$ cat config.mk
export PLATFORM = sky130hd
export DESIGN_NAME = arcade_input_conditioner
export DESIGN_NICKNAME = d
export VERILOG_FILES = /design/src/rtl/arcade_input_conditioner.sv
export SDC_FILE = /design/constraint.sdc
export NUM_CORES = 1
export LEC_CHECK = 0
export ABC_AREA = 1
export CELL_PAD_IN_SITES_DETAIL_PLACEMENT = 1
export CELL_PAD_IN_SITES_GLOBAL_PLACEMENT = 1
export CORE_MARGIN = 1
export CORE_UTILIZATION = 42
export CTS_CLUSTER_DIAMETER = 120
export DETAILED_ROUTE_END_ITERATION = 16
export GPL_ROUTABILITY_DRIVEN = 1
export HOLD_SLACK_MARGIN = 0.03
export PLACE_DENSITY_LB_ADDON = 0.1
export SLEW_MARGIN = 15
export SYNTH_ARGS = -nofsm -noshare
export SYNTH_HDL_FRONTEND = slang
export SYNTH_SLANG_ARGS = --single-unit
$ cat constraint.sdc
create_clock -name clk_sys -period 4.2 [get_ports clk_sys]
set_clock_uncertainty 0.1 [all_clocks]
set_input_delay 0.63 -clock clk_sys [delete_from_list [all_inputs] [get_ports clk_sys]]
set_output_delay 0.63 -clock clk_sys [all_outputs]
set_load 0.1 [all_outputs]
$ cat src/rtl/arcade_input_conditioner.sv
// rtl/arcade_input_conditioner.sv - keyboard/joystick merge into active-low two-player buttons with coin pulse shaping
module arcade_input_conditioner #(
  parameter int COIN_PULSE = 1000000,
  parameter int COIN_GAP   = 1000000
) (
  input  logic        clk_sys,
  input  logic        reset,
  input  logic [10:0] ps2_key,
  input  logic [15:0] joystick_0,
  input  logic [15:0] joystick_1,
  output logic [1:0]  but_coin_s,
  output logic [1:0]  but_fire_s,
  output logic [1:0]  but_bomb_s,
  output logic [1:0]  but_tilt_s,
  output logic [1:0]  but_select_s,
  output logic [1:0]  but_up_s,
  output logic [1:0]  but_down_s,
  output logic [1:0]  but_left_s,
  output logic [1:0]  but_right_s
);

  localparam int K_UP1 = 0, K_DOWN1 = 1, K_LEFT1 = 2, K_RIGHT1 = 3, K_FIRE1 = 4, K_BOMB1 = 5;
  localparam int K_ST1A = 6, K_ST2A = 7, K_ST1B = 8, K_ST2B = 9, K_COINA = 10, K_COINB = 11;
  localparam int K_UP2 = 12, K_DOWN2 = 13, K_LEFT2 = 14, K_RIGHT2 = 15, K_FIRE2 = 16, K_BOMB2 = 17;
  localparam int K_TILT = 18;

  localparam logic [31:0] PULSE_LOAD = 32'(COIN_PULSE - 1);
  localparam logic [31:0] GAP_LOAD   = 32'(COIN_GAP - 1);

  typedef enum logic [1:0] {S_IDLE, S_PULSE, S_GAP} coin_state_t;

  logic [18:0] key_q, key_d;
  logic        tog_q, tog_d;
  logic [8:0]  joy0_q, joy1_q;
  logic        coin_q, coin_d, coin_prev_q;
  coin_state_t state_q, state_d;
  logic [31:0] cnt_q, cnt_d;
  logic [1:0]  coin_out_q, coin_out_d, fire_q, fire_d, bomb_q, bomb_d, tilt_q, tilt_d;
  logic [1:0]  select_q, select_d, up_q, up_d, down_q, down_d, left_q, left_d, right_q, right_d;
  logic        unused_joy;

  assign unused_joy = ^{joystick_0[15:9], joystick_1[15:9]};

  always_comb begin
    key_d = key_q;
    tog_d = ps2_key[10];
    if (ps2_key[10] != tog_q) begin
      // Direction keys match both plain and extended (arrow) scancodes.
      case (ps2_key[7:0])
        8'h75:   key_d[K_UP1]    = ps2_key[9];
        8'h72:   key_d[K_DOWN1]  = ps2_key[9];
        8'h6B:   key_d[K_LEFT1]  = ps2_key[9];
        8'h74:   key_d[K_RIGHT1] = ps2_key[9];
        default: ;
      endcase
      if (!ps2_key[8]) begin
        case (ps2_key[7:0])
          8'h14:   key_d[K_FIRE1]  = ps2_key[9];
          8'h29:   key_d[K_BOMB1]  = ps2_key[9];
          8'h05:   key_d[K_ST1A]   = ps2_key[9];
          8'h06:   key_d[K_ST2A]   = ps2_key[9];
          8'h16:   key_d[K_ST1B]   = ps2_key[9];
          8'h1E:   key_d[K_ST2B]   = ps2_key[9];
          8'h2E:   key_d[K_COINA]  = ps2_key[9];
          8'h36:   key_d[K_COINB]  = ps2_key[9];
          8'h2D:   key_d[K_UP2]    = ps2_key[9];
          8'h2B:   key_d[K_DOWN2]  = ps2_key[9];
          8'h23:   key_d[K_LEFT2]  = ps2_key[9];
          8'h34:   key_d[K_RIGHT2] = ps2_key[9];
          8'h1C:   key_d[K_FIRE2]  = ps2_key[9];
          8'h1B:   key_d[K_BOMB2]  = ps2_key[9];
          8'h2C:   key_d[K_TILT]   = ps2_key[9];
          default: ;
        endcase
      end
    end
  end

  always_comb begin
    right_d  = ~{key_q[K_RIGHT2] | joy1_q[0], key_q[K_RIGHT1] | joy0_q[0]};
    left_d   = ~{key_q[K_LEFT2]  | joy1_q[1], key_q[K_LEFT1]  | joy0_q[1]};
    down_d   = ~{key_q[K_DOWN2]  | joy1_q[2], key_q[K_DOWN1]  | joy0_q[2]};
    up_d     = ~{key_q[K_UP2]    | joy1_q[3], key_q[K_UP1]    | joy0_q[3]};
    fire_d   = ~{key_q[K_FIRE2]  | joy1_q[4], key_q[K_FIRE1]  | joy0_q[4]};
    bomb_d   = ~{key_q[K_BOMB2]  | joy1_q[5], key_q[K_BOMB1]  | joy0_q[5]};
    select_d = ~{key_q[K_ST2A] | key_q[K_ST2B] | joy0_q[7] | joy1_q[7],
                 key_q[K_ST1A] | key_q[K_ST1B] | joy0_q[6] | joy1_q[6]};
    tilt_d   = {1'b1, ~key_q[K_TILT]};
    coin_d   = key_q[K_COINA] | key_q[K_COINB] | joy0_q[8] | joy1_q[8];
  end

  // Edges arriving outside IDLE are dropped, so a held request credits once.
  always_comb begin
    state_d = state_q;
    cnt_d   = cnt_q;
    case (state_q)
      S_IDLE: begin
        if (coin_q && !coin_prev_q) begin
          state_d = S_PULSE;
          cnt_d   = PULSE_LOAD;
        end
      end
      S_PULSE: begin
        if (cnt_q == 32'd0) begin
          state_d = S_GAP;
          cnt_d   = GAP_LOAD;
        end else begin
          cnt_d = cnt_q - 32'd1;
        end
      end
      S_GAP: begin
        if (cnt_q == 32'd0) state_d = S_IDLE;
        else                cnt_d   = cnt_q - 32'd1;
      end
      default: state_d = S_IDLE;
    endcase
    coin_out_d = {1'b1, state_q != S_PULSE};
  end

  always_ff @(posedge clk_sys) begin
    if (reset) begin
      key_q       <= '0;
      tog_q       <= ps2_key[10];
      joy0_q      <= '0;
      joy1_q      <= '0;
      coin_q      <= 1'b0;
      coin_prev_q <= 1'b0;
      state_q     <= S_IDLE;
      cnt_q       <= '0;
      coin_out_q  <= 2'b11;
      fire_q      <= 2'b11;
      bomb_q      <= 2'b11;
      tilt_q      <= 2'b11;
      select_q    <= 2'b11;
      up_q        <= 2'b11;
      down_q      <= 2'b11;
      left_q      <= 2'b11;
      right_q     <= 2'b11;
    end else begin
      key_q       <= key_d;
      tog_q       <= tog_d;
      joy0_q      <= joystick_0[8:0];
      joy1_q      <= joystick_1[8:0];
      coin_q      <= coin_d;
      coin_prev_q <= coin_q;
      state_q     <= state_d;
      cnt_q       <= cnt_d;
      coin_out_q  <= coin_out_d;
      fire_q      <= fire_d;
      bomb_q      <= bomb_d;
      tilt_q      <= tilt_d;
      select_q    <= select_d;
      up_q        <= up_d;
      down_q      <= down_d;
      left_q      <= left_d;
      right_q     <= right_d;
    end
  end

  assign but_coin_s   = coin_out_q;
  assign but_fire_s   = fire_q;
  assign but_bomb_s   = bomb_q;
  assign but_tilt_s   = tilt_q;
  assign but_select_s = select_q;
  assign but_up_s     = up_q;
  assign but_down_s   = down_q;
  assign but_left_s   = left_q;
  assign but_right_s  = right_q;

endmodule

# After elaboration in Yosys (flattened, before gate mapping)
# Index checks and enable logic that the tools add are counted.
# Widths: inputs -> output; s select.
[classes]
n_addsub = 1
n_eq_ne = 27
muxes = 8
bitwise_logic = 30
reduce_logical = 26
[ops]
columns = ["cell", "count"]
rows = [
  ["$mux 32", 3],
  ["$pmux 32 s3", 1],
  ["$eq 8x6->1 const B", 8],
  ["$reduce_and 3->1", 17],
  ["$eq 8x5->1 const B", 5],
  ["$eq 8x7->1 const B", 4],
  ["$logic_not 32->1", 1],
  ["$sub 32x1->32 const B", 1],
  ["$or 1x1->1", 21],
  ["$eq 8x3->1 const B", 2],
  ["$not 2->2", 7],
  ["$ne 2x2->1 const B", 4],
  ["$reduce_and 2->1", 4],
  ["$mux 2", 3],
  ["$pmux 2 s3", 1],
  ["$reduce_bool 3->1", 1],
  ["$eq 2x1->1 const B", 1],
  ["$eq 2x2->1 const B", 1],
  ["$logic_not 2->1", 1],
  ["$ne 2x1->1 const B", 1],
  ["$not 1->1", 2],
  ["$logic_and 1x1->1", 1],
  ["$logic_not 1->1", 1],
  ["$ne 1x1->1", 1],
]
[totals]
register_bits = 92
inputBits = 45
output_inout_bits = 18

# Longest topological paths before layout
# Gate-level depths: netlist (run 1).
[logic_depth]
ltp_word = 4
mapped_depth = 13

# Worst setup path before layout (run 1)
# OpenSTA, ideal clock, no wires.
[synth_path]
kind = "reg2reg"
from = "reg state_q[0]"
to = "reg cnt_q[30]"
arrival_ns = 1.551
required_time_ns = 3.972
path_slack_ns = 2.421
path_stages_with_launch = 12
n_path_buf = 1
synth_period_minus_slack_ns = 1.779
path_cell_list = "dfxtp_1 inv_1 ha_1 o21ai_2 inv_2 nor2_8 inv_2 a21oi_4 buf_6 nor2_2 nor2_1 nor2_1"
[synth_via]
elab_chain_cells = 3
elab_cells_between_ends = 8
cone_classes = "eq/ne: 4; mux: 1; reduce/logical: 3"
[synth_lines]
columns = ["item", "line_no", "source"]
rows = [
  ["start, declared", "36", "coin_state_t state_q, state_d;"],
  ["start signal, assigned", "146", "state_q <= state_d;"],
  ["$eq 2x2->1 (tied with other cells)", "96", "case (state_q)"],
  ["$ne 2x2->1 (no line) or $reduce_bool 3->1 (tied branches)", "-", ""],
  ["$reduce_and 3->1 (no line)", "-", ""],
  ["end signal, assigned", "147", "cnt_q <= cnt_d;"],
  ["end, declared", "37", "logic [31:0] cnt_q, cnt_d;"],
]
# Parallel ways exist; a longest one is shown, timed or not.
# A chain may end at the register's enable or synchronous reset.

# Final worst setup path (run 1)
[layout_path]
from = "reg coin_out_q[0], in the netlist but_coin_s[0]"
to = "out but_coin_s[0]"
[layout_rtl]
columns = ["item", "line_no", "source"]
rows = [
  ["start, declared", "38", "logic [1:0] coin_out_q, coin_out_d, fire_q, fire_d, bomb_q, bomb_d, tilt_q, tilt_d;"],
  ["start signal, assigned", "148", "coin_out_q <= coin_out_d;"],
  ["end, declared", "11", "output logic [1:0] but_coin_s,"],
]
# No word-level cell between the ends.

==> impl_results.md, run 1 <==
* Antenna Cells at 0
* Worst endpoint required time at around 3.5 ns
* Worst R2R Path Depth at 10
* Element type at the critical path end: primary output
* Post-route clock period utilization at 0.6174
* Drt initial violations at approximately 110
* Leakage Power at 2.276 nW
* Syn-to-layout area delta at 17.52%
* Residual DRC at 0
* WL per Instance at 14.89 um
* DP Wirelength at 8989 um
* Post-Layout Cell Count at between 800 and 900
* Cells resized by post-CTS repair at 0
* Die height at approximately 100 um
* CP cell instances: clkdlybuf4s50_1
* Std-Cell Rows at 36
* Synth area leader: dfxtp_1
* GP Congestion at 0.8993
* Sequential area share after synthesis at 0.4149
* TritonCTS clock tree: yes
* Crit path max fanout at 1
* Ports at 63
* Slew headroom at 0.3161
* CP startpoint kind: flip-flop
* Clock root cell: clkbuf_8
* Synth async-reset ratio at 0
* CP bufs+invs at 1
* GRT Resource Usage Total at 0.2386
* Status: finished, final reports clean
* Top Family by Delay on Critical Path: buffers and inverters
* Initial antenna violation count at 0
* Number of global-route vias before repair at 4289
* Seq cells post-synth at 90
* Port bufs at 46
* Clock H-tree levels at 3
* Max incr delay on CP at 1.16 ns
* Detailed Route WL at 12120 um
* Mapped Cells at 632
* WP depth at 1
* Via Count at 4144
* Cells on Worst Hold Path at 1
* Post-DRT Antenna Nets at 0
* Core region area at slightly below 10000 sq um
* Top_reg_cell synth: dfxtp_1
* Die W at between 100 and 150 um
* Setup CP Type: flip-flop to primary output
* Number of setup buffers added after CTS at 0
* Max-slew violations at 0
* Hold Crit Class: flip-flop to flip-flop
* Initial Utilization at 0.4383
* Synth warn at 0
* Peak VDD IR at 0.2307 mV
* Largest net degree at the start of global routing at 40
* Placed Instances at roughly 800
* Mean Syn Cell Area at 6.872 sq um
* EDFF count, synth at 0
* Die footprint at between 10000 and 15000 sq um
* Fraction of layout instances using a drive strength above 1 at 0.07636
* Register area at 1802 sq um
* Yosys cell types at 39
* Area used by multi-input combinational logic at roughly 2100 sq um
* First-pass GRT wire length at between 20000 and 25000 um
* Worst skew pair latency at approximately 0.38 ns
* Synth area leaders: dfxtp_1 (41%), nor2_1 (10%), nand2_1 (9.2%)
* CP arrival at 1.86 ns
* Slew @ Worst Pin at just over 1 ns
* Post-layout min period at 2.593 ns
* Fmax achieved at 385.7 MHz
* Number of nets in the layout at 728
* Final Hold Fails at 0
* Clk sinks at 90
* Total CTS buffers at 9
* Total global routing overflow at 0
* Worst-path clk slew at about 0.090 ns
* Fillers at roughly 1300
* TritonRoute pass-1 iters at 4
* Syn Std Cell Area at 4343 sq um
* CP max stage cell: clkdlybuf4s50_1
* Vias/cell at 5.091
* RSZ-0062 raised after global routing: no
* Pwr/cell area at between 400 and 500 nW/um^2
* Share of Yosys cell area claimed by the top area cell type at 0.4149
* Max Buffers Root-to-Sink at 2
* # setup viols final at 0
* Sum Neg Setup Slack at 0 ns
* CTS Hold Bufs at 0
* Max-Cap Viols at 0
## stage by stage
step / area (sq um) / hold WS (ns) / power (mW) / utilization / setup slack, ns
final: 5104 / 0.2977 / 2.299 / 0.5150 / 1.607
after global routing: 5104 / 0.3254 / 2.443 / 0.5150 / 1.448
after CTS: 5104 / 0.3042 / 2.317 / 0.5150 / 1.590
after detailed placement: 4907 / 0.2808 / 1.694 / 0.4952 / 1.655
after global placement: 4907 / 0.2815 / 1.668 / 0.4952 / 1.704
after floorplan: 4347 / 0.2663 / 1.501 / - / 2.421
## layout make-up
cell class                 count  area share
timing repair buffer          48     0.09316
clock inverter                 6     0.01422
multi-input combinational    432      0.4121
sequential                    90      0.3530
tap                          133     0.03261
clock buffer                   9     0.02427
inverter                      96     0.07061
## state kept, by name, indices dropped and copies added (netlist names), 2 cells and up
| register | cells |
|---|---|
| but_select_s | 2 |
| but_bomb_s | 2 |
| key_q | 19 |
| but_up_s | 2 |
| state_q | 2 |
| but_left_s | 2 |
| cnt_q | 32 |
| but_down_s | 2 |
| but_right_s | 2 |
| but_fire_s | 2 |
| joy0_q | 9 |
| joy1_q | 9 |
## synth_stat cells (3+ instances only)
master	count
a21oi_1	32
a311oi_1	5
buf_1	3
clkbuf_1	6
dfxtp_1	90
ha_1	6
inv_1	91
inv_2	4
nand2_1	106
nand2_2	4
nand2_4	4
nand3_1	36
nand3b_1	3
nand4_1	8
nor2_1	121
nor2_2	14
nor3_1	13
nor4_1	4
o21ai_0	45
o21ai_1	10
## path summary, 6_finish.rpt
check                                start                        to  slack (ns)
setup reg to reg   state_q[0]$_SDFFE_PP0P_     cnt_q[6]$_SDFFE_PP0P_        1.64
hold reg to reg     key_q[18]$_SDFFE_PP0P_  but_tilt_s[0]$_SDFF_PP1_        0.30
hold / removal      key_q[18]$_SDFFE_PP0P_  but_tilt_s[0]$_SDFF_PP1_        0.30
setup / recovery  but_coin_s[0]$_SDFF_PP1_             but_coin_s[0]        1.61
## cells in the final DEF (no fill, tap or decap), types with 3 or more instances in the layout
master,count
nor2_1,121
nand2_1,106
inv_1,91
dfxtp_1,90
clkdlybuf4s50_1,46
o21ai_0,45
nand3_1,36
a21oi_1,32
nor2_2,14
nor3_1,13
o21ai_1,10
clkbuf_8,9
nand4_1,8
ha_1,6
a311oi_1,5
nor4_1,4
inv_2,4
nand2_2,4
nand2_4,4
inv_6,4
nand3b_1,3
## cell families after synthesis
group,Yosys count,share of synthesized area
xor+xnor,2,0.004034
flops,90,0.4149
buf+inv,111,0.1017
compound gates,103,0.1325
simple gates,319,0.3287
fa+ha+maj,6,0.01729
other cells,1,0.0008635
## where the power goes
group	switching (mW)	total (mW)	internal, mW
logic	0.511	0.728	0.217
registers	0.0459	0.954	0.908
clock network	0.337	0.618	0.280
total	0.894	2.30	1.41
## metal layers
| metal | track usage | share of wire | routed length (um) |
|---|---|---|---|
| met1 | 0.2706 | 0.44 | 5279 |
| met2 | 0.4358 | 0.51 | 6182 |
| met3 | 0.03147 | 0.022 | 272 |
| met4 | 0.1224 | 0.032 | 384 |
| met5 | 0 | 0 | 0 |
No activity file was read; power rests on OpenSTA's default activity.
==> inputs of run 2 (changes only) <==
--- a/config.mk
+++ b/config.mk
@@ -9,7 +9,7 @@
 export CELL_PAD_IN_SITES_DETAIL_PLACEMENT = 1
 export CELL_PAD_IN_SITES_GLOBAL_PLACEMENT = 1
 export CORE_MARGIN = 1
-export CORE_UTILIZATION = 42
+export CORE_UTILIZATION = 39
 export CTS_CLUSTER_DIAMETER = 120
 export DETAILED_ROUTE_END_ITERATION = 16
 export GPL_ROUTABILITY_DRIVEN = 1
==> constraint.sdc (replaced) <==
create_clock -name clk_sys -period 2.4 [get_ports clk_sys]
set_clock_uncertainty 0.1 [all_clocks]
set_input_delay 0.36 -clock clk_sys [delete_from_list [all_inputs] [get_ports clk_sys]]
set_output_delay 0.36 -clock clk_sys [all_outputs]
set_load 0.1 [all_outputs]
==> run 2 against run 1 <==
Effect of this change: routed wire length rose by 0.72%; largest cell class unchanged; die area rose by 7.5%; sequential power rose by 75%; total power rose by 70%; hold slack got worse by 0.0033 ns; combinational power rose by 76%; critical path depth rose by 11.
==> impl_results.md, run 2 (synthesis results as in run 1) <==
* Die height at ~110 um
* Sum Neg Setup Slack at 0 ns
* Worst R2R Path Depth at 12
* Worst-path clk slew at around 0.1 ns
* Pwr/cell area at around 770 nW/um^2
* Fmax achieved at 479.0 MHz
* Max-Cap Viols at 0
* Post-Place Setup Slack at between 0.2 and 0.25 ns
* Via Count at 4181
* Biggest regs: cnt_q (32), key_q (19)
* Final Hold Fails at 0
* Post-route clock period utilization at 0.8699
* Max Buffers Root-to-Sink at 2
* DP Wirelength at slightly above 9000 um
* Post-layout min period at 2.088 ns
* Most used cell, CP: nand2_1
* Max-slew violations at 0
* Number of nets in the layout at 733
* Design area at 5099 sq um
* # setup viols final at 0
* Commonest non-fill, non-tap cell in the layout: nor2_1
* Fraction of layout instances using a drive strength above 1 at 0.1064
* Flop2flop setup slack at 0.31 ns
* R2R Path End: cnt_q[25]$_SDFFE_PP0P_
* Number of setup buffers added after CTS at 0
* R2r startpoint: state_q[1]$_SDFFE_PP0P_
* Ports at 63
* Total global routing overflow at 0
* Total CTS buffers at 9
* Antenna Cells at 0
* TritonCTS clock tree: yes
* Hold Path End: but_tilt_s[0]$_SDFF_PP1_
* HP Start: key_q[18]$_SDFFE_PP0P_
* Hold Crit Class: flip-flop to flip-flop
* Clk sinks at 90
* Die footprint at 11560 sq um
* Worst skew pair latency at 0.38 ns
* Core region area at approximately 11000 sq um
* CP startpoint kind: flip-flop
* Setup CP Type: flip-flop to flip-flop
* Crit path max fanout at 13
* Leading cell types in the layout, fill and taps excluded: nor2_1 (121), nand2_1 (106), inv_1 (91)
* Cells on Worst Hold Path at 1
* Port bufs at 46
* CP arrival at ~2.3 ns
* Worst endpoint required time at 2.62 ns
* Clock root cell: clkbuf_8
* CP max stage cell: dfxtp_1
* RSZ-0062 raised after global routing: no
* Max reg flops at 32
* Die W at 107.5 um
* Cells resized by post-CTS repair at 0
* Most flop-heavy register: cnt_q
* Syn-to-layout area delta at 17.40%
* Number of global-route vias before repair at 4395
* Detailed Route WL at ~12000 um
* Peak VDD IR at 0.5397 mV
* Vias/cell at 5.062
* Initial Utilization at 0.4006
* Max incr delay on CP at 0.40 ns
* Final setup margin at approximately 0.31 ns
* GP Congestion at 0.8459
* Leakage Power at 2.288 nW
* WL per Instance at 14.78 um
* Largest net degree at the start of global routing at 51
* TritonRoute pass-1 iters at 4
* Drt initial violations at between 100 and 150
* Slew @ Worst Pin at 0.5297 ns
* Post-DRT Antenna Nets at 0
* CTS Hold Bufs at 0
* Residual DRC at 0
* Clock H-tree levels at 3
* Status: finished, final reports clean
* Initial antenna violation count at 0
* First-pass GRT wire length at 20430 um
* Area post-placement at 4926 sq um
* Element type at the critical path end: flip-flop
* Slew headroom at 0.6465
* GRT Resource Usage Total at 0.2292
* CP cell instances: inv_1 > ha_1 > o21ai_2 > inv_2 > nor2_8 > inv_2 > a21oi_4 > buf_4 > nand2_1 > nand2_1 > nand2_1 > nor2_1
* Std-Cell Rows at 38
-- run 2: stage by stage --
step           hold WS, ns  utilization  total power [mW]  std cells
6_report            0.2944       0.4703             3.909        826
5_1_grt             0.3136       0.4703             4.163        826
4_1_cts             0.3013       0.4703             3.960        826
3_5_place_dp        0.2783       0.4544             2.986        811
3_3_place_gp        0.2817       0.4544             2.940        811
2_1_floorplan       0.2663            -             2.626        633
-- run 2: how the worst max path moves through the flow --
| stage | start | endpoint | slack, ns | cells past startpoint |
|---|---|---|---|---|
| floorplan | state_q[0]$_SDFFE_PP0P_ | cnt_q[30]$_SDFFE_PP0P_ | 0.62 | 11 |
| global placement | ps2_key[10] | key_q[11]$_SDFFE_PP0P_ | 0.32 | 8 |
| detailed placement | ps2_key[10] | key_q[9]$_SDFFE_PP0P_ | 0.23 | 7 |
| CTS | state_q[1]$_SDFFE_PP0P_ | cnt_q[25]$_SDFFE_PP0P_ | 0.31 | 12 |
| global route | state_q[0]$_SDFFE_PP0P_ | cnt_q[31]$_SDFFE_PP0P_ | 0.08 | 8 |
| finish | state_q[1]$_SDFFE_PP0P_ | cnt_q[25]$_SDFFE_PP0P_ | 0.31 | 12 |
-- run 2: area by class of cell --
class	instances	area (sq um)
clock buffers	9	123.9
clock inverters	6	48.80
fillers	1427	5742
inverters	96	360.3
multi-input cells	432	2103
flip-flops and latches	90	1802
well taps	140	175.2
repair buffers	53	485.5
-- run 2: critical path: cells and delay by family, from the launching register on --
| kind | cells | cell delay (ns) |
|---|---|---|
| and+or+nand+nor | 5 | 0.52 |
| buffers and inverters | 4 | 0.51 |
| DFF | 1 | 0.40 |
| AOI/OAI and AO/OA | 2 | 0.27 |
| adders and majority gates | 1 | 0.21 |
-- run 2: routing by layer --
layer | share of wire | global-route usage | vias up
met5 | 0 | 0 | -
met4 | 0.020 | 0.07730 | 0
met3 | 0.031 | 0.05448 | 17
met2 | 0.53 | 0.4364 | 58
met1 | 0.42 | 0.2442 | 2003
li1 | - | - | 2103
-- run 2: report_power, final --
| part | leakage [nW] | switching (mW) | internal, mW |
|---|---|---|---|
| clock | 0.0787 | 0.575 | 0.381 |
| sequential | 0.738 | 0.0829 | 1.59 |
| combinational | 1.47 | 0.887 | 0.395 |
| total | 2.29 | 1.54 | 2.36 |
==> inputs of run 3 (changes only) <==
--- a/config.mk
+++ b/config.mk
@@ -5,17 +5,15 @@
 export SDC_FILE = /design/constraint.sdc
 export NUM_CORES = 1
 export LEC_CHECK = 0
-export ABC_AREA = 1
 export CELL_PAD_IN_SITES_DETAIL_PLACEMENT = 1
 export CELL_PAD_IN_SITES_GLOBAL_PLACEMENT = 1
 export CORE_MARGIN = 1
-export CORE_UTILIZATION = 39
+export CORE_UTILIZATION = 41
 export CTS_CLUSTER_DIAMETER = 120
 export DETAILED_ROUTE_END_ITERATION = 16
 export GPL_ROUTABILITY_DRIVEN = 1
 export HOLD_SLACK_MARGIN = 0.03
 export PLACE_DENSITY_LB_ADDON = 0.1
-export SLEW_MARGIN = 15
 export SYNTH_ARGS = -nofsm -noshare
 export SYNTH_HDL_FRONTEND = slang
 export SYNTH_SLANG_ARGS = --single-unit
==> run 3 against run 2 <==
Effect of this change: combinational power grew 73%; maximum frequency shrank 24%; final area grew 10%; critical path depth shrank 6; clock power grew 2.5%; sequential share of layout area shrank 3.2 points; routed wire length grew 2.6%; highest routed layer unchanged; the run now ends with setup timing left; total power grew 25%; via count shrank 6.1%; hold slack gained 0.0069 ns; final cell count shrank 13%; global-route usage grew 1.4 points.
==> impl_results.md, run 3 <==
* Status: finished, violations left
* Failing checks: setup timing
* Clock H-tree levels at 3
* Port bufs at 46
* GR Util met1 at 0.3254
* Antenna Cells at 0
* Post-route clock period utilization at 1.138
* Slew @ Worst Pin at 0.7683 ns
* Met2 Use GR at 0.4041
* Syn Std Cell Area at 4158 sq um
* Fmax achieved at 366.2 MHz
* Pwr/cell area at slightly below 900 nW/um^2
* Mean Syn Cell Area at roughly 9 sq um
* Core region area at 9819 sq um
* Via Count at 3924
* Leading cell types in the layout, fill and taps excluded: buf_4 (96), dfxtp_1 (87), nor2_1 (37)
* Mapped Cells at 462
* EDFF count, synth at 0
* Util after Layout at 0.5724
* WL per Instance at 17.51 um
* Max-slew violations at 0
* Number of global-route vias before repair at 3944
* Yosys cell types at 57
* Synth warn at 0
* Met3 GRT Util at 0.03051
* TritonCTS clock tree: yes
* Biggest regs: cnt_q (32), key_q (19)
* Initial Utilization at 0.4234
* Sequential area share after synthesis at 0.4333
* Element type at the critical path end: flip-flop
* Die W at 102.7 um
* Worst skew pair latency at ~0.37 ns
* Post-DRT Antenna Nets at 0
* Die height at 102.7 um
* First-pass GRT wire length at 19690 um
* CP arrival at 2.93 ns
* Residual DRC at 0
* Vias/cell at 5.488
* Top_reg_cell synth: dfxtp_1
* Final Hold Fails at 0
* Detailed Route WL at 12520 um
* Leakage Power at 2.124 nW
* Die footprint at 10550 sq um
* Synth area leaders: dfxtp_1 (43%), a21oi_2 (4.2%), mux2i_1 (3.4%)
* Max Buffers Root-to-Sink at 2
* Worst endpoint required time at around 2.6 ns
* Most frequent cell after synthesis: dfxtp_1
* Commonest non-fill, non-tap cell in the layout: buf_4
* Peak VDD IR at 0.4184 mV
* RSZ-0062 raised after global routing: yes
* GR peak layer: met2
* Clk sinks at 90
* Synth area leader: dfxtp_1
* Seq cells post-synth at 90
* Most flop-heavy register: cnt_q
* Crit path max fanout at 10
* Clock root cell: clkbuf_8
* Initial antenna violation count at 0
* Hold Crit Class: flip-flop to flip-flop
* Fraction of layout instances using a drive strength above 1 at 0.3058
* Ports at 63
* Max reg flops at 32
* Post-Place Setup Slack at -0.2646 ns
* Final Power at roughly 5 mW
* Syn-to-layout area delta at 35.18%
* Final hold slack at approximately 0.3 ns
* DP Wirelength at just under 9000 um
* Share of Yosys cell area claimed by the top area cell type at 0.4333
* CP startpoint kind: flip-flop
* Drt initial violations at 164
* GRT Resource Usage Total at 0.2436
* Post-layout min period at 2.731 ns
* TritonRoute pass-1 iters at 4
* Fillers at roughly 1200
* Total CTS buffers at 9
* Std-Cell Rows at 36
* Total global routing overflow at 0
* Max-Cap Viols at 0
* Sum Neg Setup Slack at -8.967 ns
* Worst-path clk slew at 0.10 ns
* Synth async-reset ratio at 0
* GP Congestion at 0.8478
* # setup viols final at 34
* Final setup margin at -0.3306 ns
* Setup CP Type: flip-flop to flip-flop
* Number of nets in the layout at 628
* Largest net degree at the start of global routing at 33
* Slew headroom at 0.4862
* Post-synth top cells: dfxtp_1 (90), nor2_1 (37), clkbuf_1 (24), nor3_1 (24), a21oi_1 (22)
-- run 3: per-layer routing --
| metal | up-vias | part of all wire |
|---|---|---|
| met2 | 60 | 0.48 |
| met1 | 1921 | 0.48 |
| met5 | - | 0 |
| met4 | 0 | 0.013 |
| li1 | 1929 | - |
| met3 | 14 | 0.029 |
-- run 3: stage by stage --
stage | cells | cell area (sq um)
2_1_floorplan | 463 | 4182
3_3_place_gp | 689 | 5220
3_5_place_dp | 689 | 5220
4_1_cts | 709 | 5470
5_1_grt | 715 | 5620
6_report | 715 | 5620
-- run 3: cell families (layout without fill, tap and decap cells) --
family | after synthesis | after routing | share of synthesized area
and+or+nand+nor | 197 | 197 | 0.2793
other | 1 | 2 | 0.0009019
AOI/OAI and AO/OA | 107 | 107 | 0.1818
muxes | 14 | 14 | 0.03370
adders and majority gates | 6 | 6 | 0.01806
DFF | 90 | 90 | 0.4333
xor gates and xnor gates | 2 | 2 | 0.004214
buffers and inverters | 45 | 164 | 0.04875
-- run 3: path summary, 6_finish.rpt --
path	startpoint	end	slack, ns	cells after the start
worst max-delay path	cnt_q[27]$_SDFFE_PP0P_	cnt_q[31]$_SDFFE_PP0P_	-0.33	6
worst min-delay path	key_q[18]$_SDFFE_PP0P_	but_tilt_s[0]$_SDFF_PP1_	0.30	1
worst max register to register	cnt_q[27]$_SDFFE_PP0P_	cnt_q[31]$_SDFFE_PP0P_	-0.33	6
worst min register to register	key_q[18]$_SDFFE_PP0P_	but_tilt_s[0]$_SDFF_PP1_	0.30	1
-- run 3: repair_timing --
action | 4_1_cts | 5_1_grt
cloned | 0 | 2
pin swaps | 2 | 6
endpoints found under the setup margin | 33 | 34
setup buffers | 4 | 4
gates resized for setup | 11 | 14
hold buffers | 0 | 0
-- run 3: cell type report --
cell class                      instances  area, sq um  share of cell area
Inverter                               13        48.80            0.008682
Clock buffer                           10        127.6             0.02271
Sequential cell                        90         1805              0.3212
Clock inverter                          6        48.80            0.008682
Multi-Input combinational cell        328         2275              0.4047
Tap cell                              133        166.4             0.02961
Timing Repair Buffer                  135         1149              0.2044
-- run 3: power breakdown --
group	internal (mW)	total, mW	switching [mW]
Sequential	1.61	1.68	0.0692
Clock	0.391	0.980	0.589
Combinational	0.964	2.21	1.25
-- run 3: worst max-delay path, cell delays in order (launching register included) --
cell and delay (ns):
dfxtp_2 0.34, or4_4 0.54, or4_4 0.58, or3_4 0.35, a221o_2 0.47, buf_12 0.18
a21oi_2 0.11
